===== src/rtl/atm_account_bank.sv =====
// atm_account_bank: account-side responder for the ATM controller.
//
// Keeps a register-based table of accounts (PIN, balance, consecutive failed-PIN count and
// lock flag) and serves one request at a time: IDLE accepts, EXEC updates the table and
// registers the response, RESP holds it until the consumer takes it.
//
// Ports:
//   clk, rst                        clock, synchronous active-high reset
//   cfg_we/cfg_acct/cfg_pin/
//   cfg_balance                     account provisioning (honoured in IDLE only)
//   req_valid/req_ready/req_op/
//   req_acct/req_pin/req_amount     request handshake and payload
//   rsp_valid/rsp_ready/
//   rsp_status/rsp_balance          registered response handshake and payload
module atm_account_bank #(
    parameter int unsigned NUM_ACCTS = 4,
    parameter int unsigned ACCT_W    = 2,
    parameter int unsigned BAL_W     = 8,
    parameter int unsigned PIN_W     = 4,
    parameter int unsigned MAX_TRIES = 3
) (
    input  logic              clk,
    input  logic              rst,
    input  logic              cfg_we,
    input  logic [ACCT_W-1:0] cfg_acct,
    input  logic [PIN_W-1:0]  cfg_pin,
    input  logic [BAL_W-1:0]  cfg_balance,
    input  logic              req_valid,
    output logic              req_ready,
    input  logic [2:0]        req_op,
    input  logic [ACCT_W-1:0] req_acct,
    input  logic [PIN_W-1:0]  req_pin,
    input  logic [BAL_W-1:0]  req_amount,
    output logic              rsp_valid,
    input  logic              rsp_ready,
    output logic [2:0]        rsp_status,
    output logic [BAL_W-1:0]  rsp_balance
);

    localparam int unsigned CNT_W = $clog2(MAX_TRIES + 1);

    localparam logic [2:0] OP_VERIFY  = 3'd0;
    localparam logic [2:0] OP_BALANCE = 3'd1;
    localparam logic [2:0] OP_WITHDRAW = 3'd2;
    localparam logic [2:0] OP_DEPOSIT = 3'd3;
    localparam logic [2:0] OP_CHG_PIN = 3'd4;
    localparam logic [2:0] OP_END     = 3'd5;

    localparam logic [2:0] ST_OK         = 3'd0;
    localparam logic [2:0] ST_BAD_PIN    = 3'd1;
    localparam logic [2:0] ST_LOCKED     = 3'd2;
    localparam logic [2:0] ST_NO_SESSION = 3'd3;
    localparam logic [2:0] ST_INSUFF     = 3'd4;
    localparam logic [2:0] ST_OVERFLOW   = 3'd5;
    localparam logic [2:0] ST_BAD_OP     = 3'd6;

    typedef enum logic [1:0] {StIdle, StExec, StResp} state_t;

    state_t state;

    logic [PIN_W-1:0] pin_tab  [NUM_ACCTS];
    logic [BAL_W-1:0] bal_tab  [NUM_ACCTS];
    logic [CNT_W-1:0] fail_tab [NUM_ACCTS];
    logic             lock_tab [NUM_ACCTS];

    logic              sess_open;
    logic [ACCT_W-1:0] sess_acct;

    logic [2:0]        op_q;
    logic [ACCT_W-1:0] acct_q;
    logic [PIN_W-1:0]  pin_q;
    logic [BAL_W-1:0]  amt_q;

    logic [BAL_W-1:0] cur_bal;
    logic             sess_hit;
    logic [BAL_W:0]   dep_sum;
    logic [CNT_W-1:0] fail_inc;

    assign req_ready = (state == StIdle) && !cfg_we && !rst;

    always_comb begin
        cur_bal  = bal_tab[acct_q];
        sess_hit = sess_open && (sess_acct == acct_q);
        // One extra bit so the carry out flags a deposit overflow.
        dep_sum  = {1'b0, cur_bal} + {1'b0, amt_q};
        fail_inc = fail_tab[acct_q] + 1'b1;
    end

    always_ff @(posedge clk) begin
        if (rst) begin
            state       <= StIdle;
            sess_open   <= 1'b0;
            sess_acct   <= '0;
            op_q        <= '0;
            acct_q      <= '0;
            pin_q       <= '0;
            amt_q       <= '0;
            rsp_valid   <= 1'b0;
            rsp_status  <= ST_OK;
            rsp_balance <= '0;
            for (int unsigned i = 0; i < NUM_ACCTS; i++) begin
                pin_tab[i]  <= '0;
                bal_tab[i]  <= '0;
                fail_tab[i] <= '0;
                lock_tab[i] <= 1'b0;
            end
        end else begin
            unique case (state)
                StIdle: begin
                    if (cfg_we) begin
                        pin_tab[cfg_acct]  <= cfg_pin;
                        bal_tab[cfg_acct]  <= cfg_balance;
                        fail_tab[cfg_acct] <= '0;
                        lock_tab[cfg_acct] <= 1'b0;
                        if (sess_open && (sess_acct == cfg_acct)) begin
                            sess_open <= 1'b0;
                        end
                    end else if (req_valid) begin
                        op_q   <= req_op;
                        acct_q <= req_acct;
                        pin_q  <= req_pin;
                        amt_q  <= req_amount;
                        state  <= StExec;
                    end
                end

                StExec: begin
                    state       <= StResp;
                    rsp_valid   <= 1'b1;
                    rsp_status  <= ST_OK;
                    rsp_balance <= '0;
                    if (op_q == OP_VERIFY) begin
                        sess_open <= 1'b0;
                        if (lock_tab[acct_q]) begin
                            rsp_status <= ST_LOCKED;
                        end else if (pin_tab[acct_q] == pin_q) begin
                            fail_tab[acct_q] <= '0;
                            sess_open        <= 1'b1;
                            sess_acct        <= acct_q;
                            rsp_balance      <= cur_bal;
                        end else begin
                            fail_tab[acct_q] <= fail_inc;
                            if (fail_inc == CNT_W'(MAX_TRIES)) begin
                                lock_tab[acct_q] <= 1'b1;
                                rsp_status       <= ST_LOCKED;
                            end else begin
                                rsp_status <= ST_BAD_PIN;
                            end
                        end
                    end else if (op_q > OP_END) begin
                        rsp_status <= ST_BAD_OP;
                    end else if (!sess_hit) begin
                        rsp_status <= ST_NO_SESSION;
                    end else begin
                        rsp_balance <= cur_bal;
                        case (op_q)
                            OP_WITHDRAW: begin
                                if (amt_q > cur_bal) begin
                                    rsp_status <= ST_INSUFF;
                                end else begin
                                    bal_tab[acct_q] <= cur_bal - amt_q;
                                    rsp_balance     <= cur_bal - amt_q;
                                end
                            end
                            OP_DEPOSIT: begin
                                if (dep_sum[BAL_W]) begin
                                    rsp_status <= ST_OVERFLOW;
                                end else begin
                                    bal_tab[acct_q] <= dep_sum[BAL_W-1:0];
                                    rsp_balance     <= dep_sum[BAL_W-1:0];
                                end
                            end
                            OP_CHG_PIN: pin_tab[acct_q] <= amt_q[PIN_W-1:0];
                            OP_END:     sess_open <= 1'b0;
                            default:    ; // OP_BALANCE: nothing to update
                        endcase
                    end
                end

                StResp: begin
                    if (rsp_ready) begin
                        rsp_valid <= 1'b0;
                        state     <= StIdle;
                    end
                end

                default: state <= StIdle;
            endcase
        end
    end

endmodule

===== config.mk =====
export PLATFORM = sky130hd
export DESIGN_NAME = atm_account_bank
export DESIGN_NICKNAME = d
export VERILOG_FILES = /design/src/rtl/atm_account_bank.sv
export SDC_FILE = /design/constraint.sdc
export NUM_CORES = 1
export LEC_CHECK = 0
export ABC_AREA = 1
export CAP_MARGIN = 30
export CORE_UTILIZATION = 50
export CTS_BUF_LIST = sky130_fd_sc_hd__clkbuf_8
export CTS_CLUSTER_DIAMETER = 200
export DETAILED_ROUTE_END_ITERATION = 10
export DONT_BUFFER_PORTS = 1
export PLACE_DENSITY_LB_ADDON = 0.1
export SYNTH_ARGS = -nofsm -noshare
export SYNTH_HDL_FRONTEND = slang
export SYNTH_SLANG_ARGS = --single-unit

===== constraint.sdc =====
create_clock -name clk -period 7.39 [get_ports clk]
set_input_delay 1.478 -clock clk [delete_from_list [all_inputs] [get_ports clk]]
set_output_delay 1.478 -clock clk [all_outputs]
set_load 0.005 [all_outputs]

# ---- After elaboration in Yosys (flattened, before gate mapping)
# Memories as Yosys holds them, arrays and structs flattened. A register that Yosys moved wholly into a read port is not among the register bits.
# Cells that the tools add are included.
dict set report totals {
  elab_cells 176
  memories 4
  out_inout_bits 13
  register_bits 34
  in_bits 36
  mem_bits_rw 60
}
dict set report op_classes {
  addsub 3
  n_eq_ne 18
  reduce_logical 23
  n_bitwise 4
  n_lt_le_gt_ge 2
  n_mux 112
}
# name words width rd rd_clocked_by_memory_dff wr line
set mem_list {}
lappend mem_list {bal_tab 4 8 1 1 4 62} ;# logic [BAL_W-1:0] bal_tab [NUM_ACCTS];
lappend mem_list {pin_tab 4 4 1 1 4 61} ;# logic [PIN_W-1:0] pin_tab [NUM_ACCTS];
lappend mem_list {fail_tab 4 2 1 1 4 63} ;# logic [CNT_W-1:0] fail_tab [NUM_ACCTS];
lappend mem_list {lock_tab 4 1 1 1 4 64} ;# logic lock_tab [NUM_ACCTS];
# operator count
set op_table {}
lappend op_table {{$mux W8} 10}
lappend op_table {{$mux W1} 65}
lappend op_table {{$mux W2} 25}
lappend op_table {{$pmux W8 S2} 1}
lappend op_table {{$reduce_or A8 Y1} 2}
lappend op_table {{$mux W3} 5}
lappend op_table {{$add A8 B8 Y9} 1}
lappend op_table {{$gt A8 B8 Y1} 1}
lappend op_table {{$mux W4} 2}
lappend op_table {{$ne A2 B2 Y1 const B} 4}
lappend op_table {{$reduce_or A4 Y1} 2}
lappend op_table {{$sub A8 B8 Y8} 1}
lappend op_table {{$eq A3 B2 Y1 const B} 2}
lappend op_table {{$eq A3 B3 Y1 const B} 2}
lappend op_table {{$ne A3 B3 Y1 const B} 2}
lappend op_table {{$pmux W2 S3} 1}
lappend op_table {{$pmux W3 S2} 1}
lappend op_table {{$reduce_and A3 Y1} 2}
lappend op_table {{$reduce_and A6 Y1} 1}
lappend op_table {{$eq A2 B2 Y1} 2}
lappend op_table {{$eq A2 B2 Y1 const B} 2}
lappend op_table {{$eq A4 B4 Y1} 1}
lappend op_table {{$logic_and A1 B1 Y1} 4}
lappend op_table {{$pmux W1 S2} 2}
lappend op_table {{other kinds (15)} 21}

# ---- Logic depth before layout (Yosys ltp)
# Gate-level depths: netlist (run 1).
dict set report depth {
  ltp_word 12
  mapped_depth 21
  ltp_nobuf 19
}

# ---- Worst setup path after synthesis (run 1)
# No wires, ideal clock.
dict set report synth_timing {
  path_kind {register -> register}
  start {register with a tool-made name}
  end {memory bal_tab[3][0] (enable)}
  t_arrival_ps 2914
  n_path_buf 2
  path_slack_ps 4106
  required_ps 7020
  path_stages_with_launch 14
  cell_sequence {dfxtp_1 -> buf_4 -> buf_2 -> nand2_1 -> a32oi_1 -> inv_1 -> fa_1 -> o21ai_2 -> nand2_2 -> nand3_4 -> nand2_4 -> a31oi_1 -> nand2_1 -> nor2_1}
}
# element line
set synth_rtl {}
lappend synth_rtl {{end: declaration} 62}

==> qor.csv, run 1 <==
metric,value,unit
status,"finished, final reports clean",
syn_avg_cell_area,7.71,sq um
grt_pass1_wl,22800,microns
rows,38,
worstHoldEndpoint,rsp_status[1]$_SDFFE_PP0P_,
nets,781,
cts_max_path_buffers,2,
area.growth.synth_to_final,5.01,%
io_pins,49,
clock_skew,0.00634,ns
multi_input_area,2640,sq um
antennaDiodeCount,0,
min_period_over_period,57.2,%
clk_pin_slew_worst_paths,0.09,ns
drc,0,
min_path_cells,2,
slew_viol_final,0,
power_density,203,nW/um^2
ys_ff_latch,96,
grt_max_degree,40,
r2r_slack,3.16,ns
place.port_buffers,0,
fmax,0.236,GHz
tns,0,ns
fin_util,54.2,%
ys.flop_type,edfxtp_1,
cts.sinks,96,
start_kind,flop,
cts_tree,done,
hold_start,rsp_status[1]$_SDFFE_PP0P_,
clk_latency,0.37,ns
critical_path_class,flop to flop,
syn-instance-count,732,
synth_top_cell_by_area,edfxtp_1,
synth-edff-count,60,
drt_iter0_markers,283,
yosysWarnings,0,
path_cells,inv_1 > o21ai_0 > o22ai_1 > ha_1 > inv_1 > o21bai_1 > a21oi_1 > nand2_1 > nand2_2 > nand2_4 > a31oi_1 > nand2_1 > nor2_1,
critPathRequiredTime,7.39,ns
synth_top_area_share,31.9,%
hold_violations,0,
p_leak,2.71,nW
synth.distinct_cells,47,
drt-wirelength-per-cell,16.2,microns
die_h,108,microns
critPathSlowestCell,nor2_1,
seq_area_frac_synth,44.7,%
antenna_found_initial,0,
synth.cell_area,5650,sq um
max-vdd-ir-drop,99.6,uV
wl,14100,microns
rr_endpoint,bal_tab[3][5]$_DFFE_PP_,
cp_max_fo,16,
die-area,11700,sq um
via_per_inst,5.35,
dpl-instance-area,5750,sq um
tightestPinTransition,0.718,ns
ff_latch_area,2520,sq um
via_count,4661,
gp_congestion,0.982,
rsz0062_at_grt,false,
max_stage_delay,0.57,ns
worstHoldPathType,flop to flop,
drive_gt1_share,7.25,%
htreeDepth,3,
ant_nets,0,
final_area,5930,sq um
cts_hold_buf,0,
fin_crit,4.23,ns
numCtsBuffers,9,
cp.arrival,4.23,ns
nFillCells,1062,
die_w,108,microns
setup_violations,0,
cts_root_buf,clkbuf_8,
place_hpwl,10900,microns
initial_core_util,51.6,%
synth.area.top_cells,"edfxtp_1, nand2_1, dfxtp_1, inv_1, nor2_1",
postCtsResizedCells,0,
relSlewSlack,52.0,%
grt-ovfl-total,0,
drt_pre_antenna_iters,8,
grt_pass1_vias,4446,
cap_violations,0,
async_flop_share,0,%
syn_nets,787,
r2r_cells,13,
coreArea,10900,sq um
grt_usage,26.0,%
crit_path_end_kind,flop,
post_cts_buffers,0,
==> synth_stat cells (2+ instances only) <==
cell	instances
nor2_4	2
o21ai_0	47
fa_1	2
o21ai_1	3
nand2_2	6
edfxtp_1	60
a21oi_1	39
xor2_1	9
o22ai_1	13
ha_1	17
nor2_2	5
o211ai_1	4
a211oi_1	2
nand3b_1	3
a31oi_1	2
inv_2	6
clkbuf_1	11
nand2_1	198
nand2_4	5
o21bai_1	2
buf_2	6
nor2_1	85
nand4_1	3
nand3_1	45
dfxtp_1	36
inv_1	95
o21ai_2	3
nand3_2	2
o21ai_4	2
buf_4	2
==> kinds of logic (layout without fill, tap and decap cells) <==
logic type                 after synthesis  in the layout  synth area share (%)
xor gates and xnor gates                10             10                  1.55
DFF                                     96             96                  44.7
buffers and inverters                  122            121                  8.51
and+or+nand+nor                        363            363                  28.3
adders and majority gates               19             19                  4.48
AOI/OAI and AO/OA                      122            122                  12.4
==> routing by layer <==
layer | share of wire (%) | up-vias | wire [microns] | global-route usage (%)
li1 | - | 2361 | - | -
met1 | 45 | 2133 | 6270 | 35.4
met2 | 48 | 145 | 6710 | 42.3
met3 | 5.6 | 22 | 794 | 3.13
met4 | 2.1 | 0 | 297 | 10.0
met5 | 0 | - | 0 | 0
==> where the power goes <==
part | internal [mW] | switching, mW | total [mW]
combinational | 0.0768 | 0.180 | 0.257
clock | 0.152 | 0.184 | 0.336
sequential | 0.598 | 0.0150 | 0.613
==> worst max-delay path by stage <==
stage / endpoint / slack (ns)
6_report: bal_tab[3][5]$_DFFE_PP_ / 3.16
2_1_floorplan: bal_tab[3][0]$_DFFE_PP_ / 4.11
5_1_grt: bal_tab[3][5]$_DFFE_PP_ / 2.89
4_1_cts: bal_tab[3][5]$_DFFE_PP_ / 3.15
3_5_place_dp: bal_tab[3][5]$_DFFE_PP_ / 3.15
3_3_place_gp: bal_tab[3][3]$_DFFE_PP_ / 3.29
==> flip-flops by register name, indices dropped and copies added, names as in the netlist, 2 cells and up, named ones only <==
signal	flops
rsp_balance	8
bal_tab	32
pin_q	4
amt_q	8
lock_tab	4
rsp_status	3
acct_q	2
op_q	3
sess_acct	2
fail_tab	8
pin_tab	16
state	2
==> worst max-delay path: cells and delay by family (launching register included) <==
| family | cells | cell delay, ns |
|---|---|---|
| buffers and inverters | 2 | 0.58 |
| AO/OA/AOI/OAI | 5 | 1.32 |
| AND/OR/NAND/NOR | 5 | 1.07 |
| flip-flops | 1 | 0.48 |
| adder cells (fa/ha/maj) | 1 | 0.42 |
==> layout by cell type (no fill, tap or decap), types with 2 or more instances in the layout <==
master	count
o21ai_0	47
fa_1	2
xor2_1	9
nand3_1	45
ha_1	17
nand2_2	6
a31oi_1	2
o21ai_2	3
buf_4	3
o21ai_4	2
dfxtp_1	36
nand4_1	3
inv_1	99
a21oi_1	39
clkbuf_8	9
nor2_4	2
nand3b_1	3
edfxtp_1	60
nand2_4	5
a211oi_1	2
o21bai_1	2
o211ai_1	4
nor2_2	5
nand2_1	198
o22ai_1	13
nand3_2	2
o21ai_1	3
nor2_1	85
inv_2	6
==> final cells by class <==
type / count / share of cell area [%]
Timing Repair Buffer: 3 / 0.380
Clock inverter: 7 / 0.992
Sequential cell: 96 / 42.5
Clock buffer: 9 / 2.09
Inverter: 102 / 6.46
Tap cell: 140 / 2.95
Multi-Input combinational cell: 514 / 44.6
==> metrics by stage <==
stage,hold WS (ns),instances,setup WS [ns],power [mW]
4_1_cts,0.491,871,3.15,1.21
6_report,0.490,871,3.16,1.21
3_3_place_gp,0.472,855,3.29,0.877
2_1_floorplan,0.444,732,4.11,0.818
3_5_place_dp,0.478,855,3.15,0.881
5_1_grt,0.505,871,2.89,1.27
Power figures use the tool's default switching activity.
==> inputs of run 2 (changes only) <==
clock period = 3.9 ns   (was 7.39 ns; I/O delays follow)
==> qor.csv, run 2 (synthesis results as in run 1) <==
metric,value,unit,change
grt_usage,26.7,%,+0.77 points
fmax,0.282,GHz,+19%
ant_nets,0,,unchanged
status,"finished, final reports clean",,
drive_gt1_share,8.77,%,+1.5 points
die-area,11700,sq um,unchanged
cts_tree,done,,
final_common_cell,nand2_1,,
mostFrequentLayoutCells,"nand2_1, inv_1, nor2_1",,
place.port_buffers,0,,unchanged
relSlewSlack,60.9,%,+8.9 points
cp_max_fo,17,,+1
htreeDepth,3,,unchanged
max_stage_delay,0.41,ns,-0.16 ns
worstHoldPathType,primary input to flop,,
start_kind,flop,,
place_hpwl,11500,microns,+5.7%
antenna_found_initial,1,,+1
crit_path_frequent_cell,nand2_1,,
grt_pass1_wl,23200,microns,+1.8%
max-vdd-ir-drop,250,uV,+150%
initial_core_util,51.6,%,unchanged
drt-wirelength-per-cell,16.6,microns,+2.5%
via_count,4692,,+0.67%
nets,791,,+1.3%
cts.sinks,96,,unchanged
grt_max_degree,40,,unchanged
whs,0.458,ns,-0.0324 ns
cp.arrival,3.61,ns,-0.62 ns
tns,0,ns,unchanged
wl,14600,microns,+3.8%
drt_pre_antenna_iters,5,,-3
die_w,108,microns,unchanged
dpl-instance-area,5820,sq um,+1.3%
drc,0,,unchanged
grt_pass1_vias,4501,,+1.2%
cts_max_path_buffers,2,,unchanged
clk_latency,0.39,ns,+0.02 ns
cts_hold_buf,0,,unchanged
min_period_over_period,90.9,%,+34 points
post_cts_buffers,0,,unchanged
postCtsResizedCells,0,,unchanged
path_cells,inv_2 > buf_4 > nand2_1 > nand3_1 > nand2_1 > inv_1 > ha_1 > inv_1 > fa_1 > o21ai_2 > nand2_2 > nand3_4 > nand2_4 > a31oi_1 > nand2_1 > nand2_1,,
clock_skew,0.0127,ns,+0.00632 ns
grt-ovfl-total,0,,unchanged
p_leak,2.75,nW,+1.5%
power_density,387,nW/um^2,+90%
setup_violations,0,,unchanged
slew_viol_final,0,,unchanged
clk_pin_slew_worst_paths,0.09,ns,about the same
regMostFlops,bal_tab,,
hold_violations,0,,unchanged
gp_congestion,0.933,,-5.0%
final_area,6020,sq um,+1.5%
die_h,108,microns,unchanged
layoutNonFillerInstCount,882,,+1.3%
coreArea,10900,sq um,unchanged
cts_root_buf,clkbuf_8,,
critPathRequiredTime,3.96,ns,-3.43 ns
rows,38,,unchanged
via_per_inst,5.32,,-0.59%
rsz0062_at_grt,false,,
drt_iter0_markers,389,,+37%
numCtsBuffers,9,,unchanged
fin_crit,3.54,ns,-0.685 ns
place_inst,865,,+1.2%
cap_violations,0,,unchanged
critical_path_class,flop to flop,,
largest_reg_flops,32,,unchanged
total_power,2.33,mW,+93%
crit_path_end_kind,flop,,
area.growth.synth_to_final,6.56,%,
io_pins,49,,unchanged
tightestPinTransition,0.587,ns,-0.131 ns
critPathSlowestCell,fa_1,,
top_regs,"bal_tab (32), pin_tab (16)",,
run 2: critical path, delay by kind of cell (launching register included):
family                     cells  cell delay, ns
and+or+nand+nor                8            1.11
buffers and inverters          4            0.59
adders and majority gates      2            0.59
AOI/OAI and AO/OA              2            0.58
DFF                            1            0.34
run 2: layer usage:
metal	global-route usage [%]	share of wire (%)	up-vias
met4	10.2	2.1	0
met3	5.91	6.4	20
li1	-	-	2381
met2	41.1	45	175
met1	36.8	47	2116
met5	0	0	-
run 2: through the flow:
stage          worst slack [ns]  utilization (%)
2_1_floorplan             0.616                -
3_3_place_gp              0.573             53.2
3_5_place_dp              0.443             53.2
4_1_cts                   0.417             55.0
5_1_grt                  0.0554             55.0
6_report                  0.356             55.0
run 2: where the power goes:
group	switching, mW	leakage (nW)	internal [mW]	total [mW]
sequential	0.0291	0.923	1.13	1.16
combinational	0.348	1.73	0.158	0.506
clock	0.361	0.0991	0.297	0.658
total	0.739	2.75	1.59	2.33
run 2: final cells by class:
class | count | area (sq um)
Antenna cell | 1 | 2.50
Clock buffer | 9 | 124
Clock inverter | 7 | 68.8
Fill cell | 1072 | 4920
Inverter | 102 | 383
Multi-Input combinational cell | 514 | 2640
Sequential cell | 96 | 2520
Tap cell | 140 | 175
Timing Repair Buffer | 13 | 97.6
run 2: worst paths after layout:
kind / to / start / cells after the start / slack (ns)
worst max register to register: bal_tab[1][6]$_SDFFCE_PN0P_ / flop / 16 / 0.36
worst max-delay path: bal_tab[1][6]$_SDFFCE_PN0P_ / flop / 16 / 0.36
worst min-delay path: rsp_status[2]$_SDFFE_PP0P_ / rst / 1 / 0.46
worst min register to register: rsp_status[1]$_SDFFE_PP0P_ / rsp_status[1]$_SDFFE_PP0P_ / 2 / 0.48
==> inputs of run 3 (changes only) <==
GPL_TIMING_DRIVEN = 0   (was default)
==> qor.csv, run 3 (synthesis results as in run 1) <==
metric,value,unit,change
nets,801,,+1.3%
cp.arrival,3.76,ns,+0.15 ns
fmax,0.273,GHz,-3.4%
grt_pass1_wl,23200,microns,about the same
critical_path_class,flop to flop,,
fin_util,56.1,%,+1.1 points
antenna_found_initial,0,,-1
cts.sinks,96,,unchanged
via_per_inst,5.38,,+1.1%
whs,0.489,ns,+0.0309 ns
start_kind,flop,,
clk_latency,0.37,ns,-0.02 ns
p_leak,2.80,nW,+1.6%
fin_crit,3.67,ns,+0.125 ns
numCtsBuffers,9,,unchanged
area.growth.synth_to_final,8.67,%,
status,"finished, final reports clean",,
crit_path_end_kind,flop,,
worstHoldPathType,primary input to flop,,
cp_max_fo,10,,-7
relSlewSlack,44.4,%,-17 points
cts_max_path_buffers,2,,unchanged
antennaDiodeCount,0,,-1
cts_root_buf,clkbuf_8,,
rows,38,,unchanged
place_hpwl,11400,microns,-1.5%
mostFrequentLayoutCells,"nand2_1, inv_1, nor2_1",,
slew_viol_final,0,,unchanged
setup_violations,0,,unchanged
ant_nets,0,,unchanged
clk_pin_slew_worst_paths,0.09,ns,about the same
top_regs,"bal_tab (32), pin_tab (16)",,
nFillCells,1058,,-1.3%
cts_hold_buf,0,,unchanged
drive_gt1_share,10.5,%,+1.7 points
cap_violations,0,,unchanged
max-vdd-ir-drop,169,uV,-32%
die-area,11700,sq um,unchanged
rsz0062_at_grt,false,,
die_h,108,microns,unchanged
coreArea,10900,sq um,unchanged
hold_violations,0,,unchanged
clock_skew,0.00945,ns,-0.00321 ns
drt_iter0_markers,323,,-17%
grt_usage,26.6,%,-0.10 points
grt_max_degree,16,,-60%
final_common_cell,nand2_1,,
drc,0,,unchanged
min_period_over_period,94.1,%,+3.2 points
critPathRequiredTime,3.99,ns,+0.03 ns
grt_pass1_vias,4610,,+2.4%
die_w,108,microns,unchanged
place.port_buffers,0,,unchanged
power_density,379,nW/um^2,-2.0%
initial_core_util,51.6,%,unchanged
io_pins,49,,unchanged
tightestPinTransition,0.834,ns,+0.248 ns
wl,14700,microns,+0.81%
drt_pre_antenna_iters,4,,-1
gp_congestion,0.871,,-6.6%
via_count,4792,,+2.1%
multi_input_area,2730,sq um,+3.3%
ff_latch_area,2520,sq um,unchanged
htreeDepth,3,,unchanged
grt-ovfl-total,0,,unchanged
largest_reg_flops,32,,unchanged
drt-wirelength-per-cell,16.5,microns,-0.20%
cts_tree,done,,
regMostFlops,bal_tab,,
[run 3: changes by cell type in the layout (fill, tap and decap cells not counted), moves of 3 or more]
| cell | before | now |
|---|---|---|
| buf_2 | 0 | 5 |
| buf_4 | 13 | 4 |
| clkbuf_1 | 0 | 9 |
| clkbuf_8 | 9 | 12 |
| nand2_1 | 198 | 195 |
| nand2_4 | 5 | 8 |
| o22ai_1 | 13 | 7 |
| o22ai_2 | 0 | 6 |
[run 3: worst paths after layout]
| path | start | to | cells past startpoint | slack (ns) |
|---|---|---|---|---|
| max | flop | bal_tab[3][0]$_DFFE_PP_ | 18 | 0.23 |
| min | rsp_ready | rsp_valid$_SDFFE_PP0P_ | 1 | 0.49 |
| max reg2reg | flop | bal_tab[3][0]$_DFFE_PP_ | 18 | 0.23 |
| min reg2reg | amt_q[6]$_SDFFE_PP0P_ | amt_q[6]$_SDFFE_PP0P_ | 2 | 0.49 |
[run 3: timing repair]
| item | CTS | global route |
|---|---|---|
| gates resized for setup | 12 | 8 |
| buffers inserted | 0 | 3 |
| setup endpoints to repair | 32 | 32 |
| pin swaps | 0 | 2 |
[run 3: worst max-delay path: stages (launching register included)]
cell      delay (ns)
dfxtp_1         0.38
inv_2           0.09
buf_6           0.14
buf_2           0.23
clkbuf_4        0.25
o21ai_0         0.11
o22ai_2         0.27
ha_1            0.30
buf_4           0.16
nand2_1         0.05
nand2_1         0.06
a21oi_1         0.24
nand2_1         0.10
nand2_2         0.20
nand2_4         0.12
a31oi_2         0.23
nand2_1         0.15
nor2_4          0.15
buf_12          0.14
[run 3: routing by layer]
layer  GRT usage, %  vias to the layer above  share of wire [%]
met4           9.94                        0                2.3
met1           34.5                     2198                 44
li1               -                     2410                  -
met2           45.5                      157                 47
met5              0                        -                  0
met3           3.44                       27                6.1
[run 3: layout make-up]
type / instances / share of cell area, %
flip-flops and latches: 96 / 41.1
clock inverters: 4 / 0.347
clock buffers: 12 / 2.69
well taps: 140 / 2.86
multi-input cells: 514 / 44.5
inverters: 102 / 6.24
plain buffers: 20 / 1.67
repair buffers: 3 / 0.571
[run 3: metrics by stage]
step / worst slack, ns / power [mW] / cells / TNS (ns) / area [sq um]
floorplan: 0.616 / 1.55 / 732 / 0 / 5650
global placement: -0.520 / 1.68 / 872 / -9.78 / 5820
detailed placement: -0.592 / 1.69 / 872 / -11.50 / 5820
CTS: 0.00387 / 2.31 / 888 / 0 / 6060
global route: 0.00255 / 2.42 / 891 / 0 / 6130
finish: 0.231 / 2.33 / 891 / 0 / 6130
[run 3: report_power, final]
group	switching [mW]	leakage, nW	internal [mW]	total (mW)
sequential	0.0276	0.923	1.13	1.16
combinational	0.362	1.77	0.166	0.528
clock	0.357	0.105	0.281	0.637
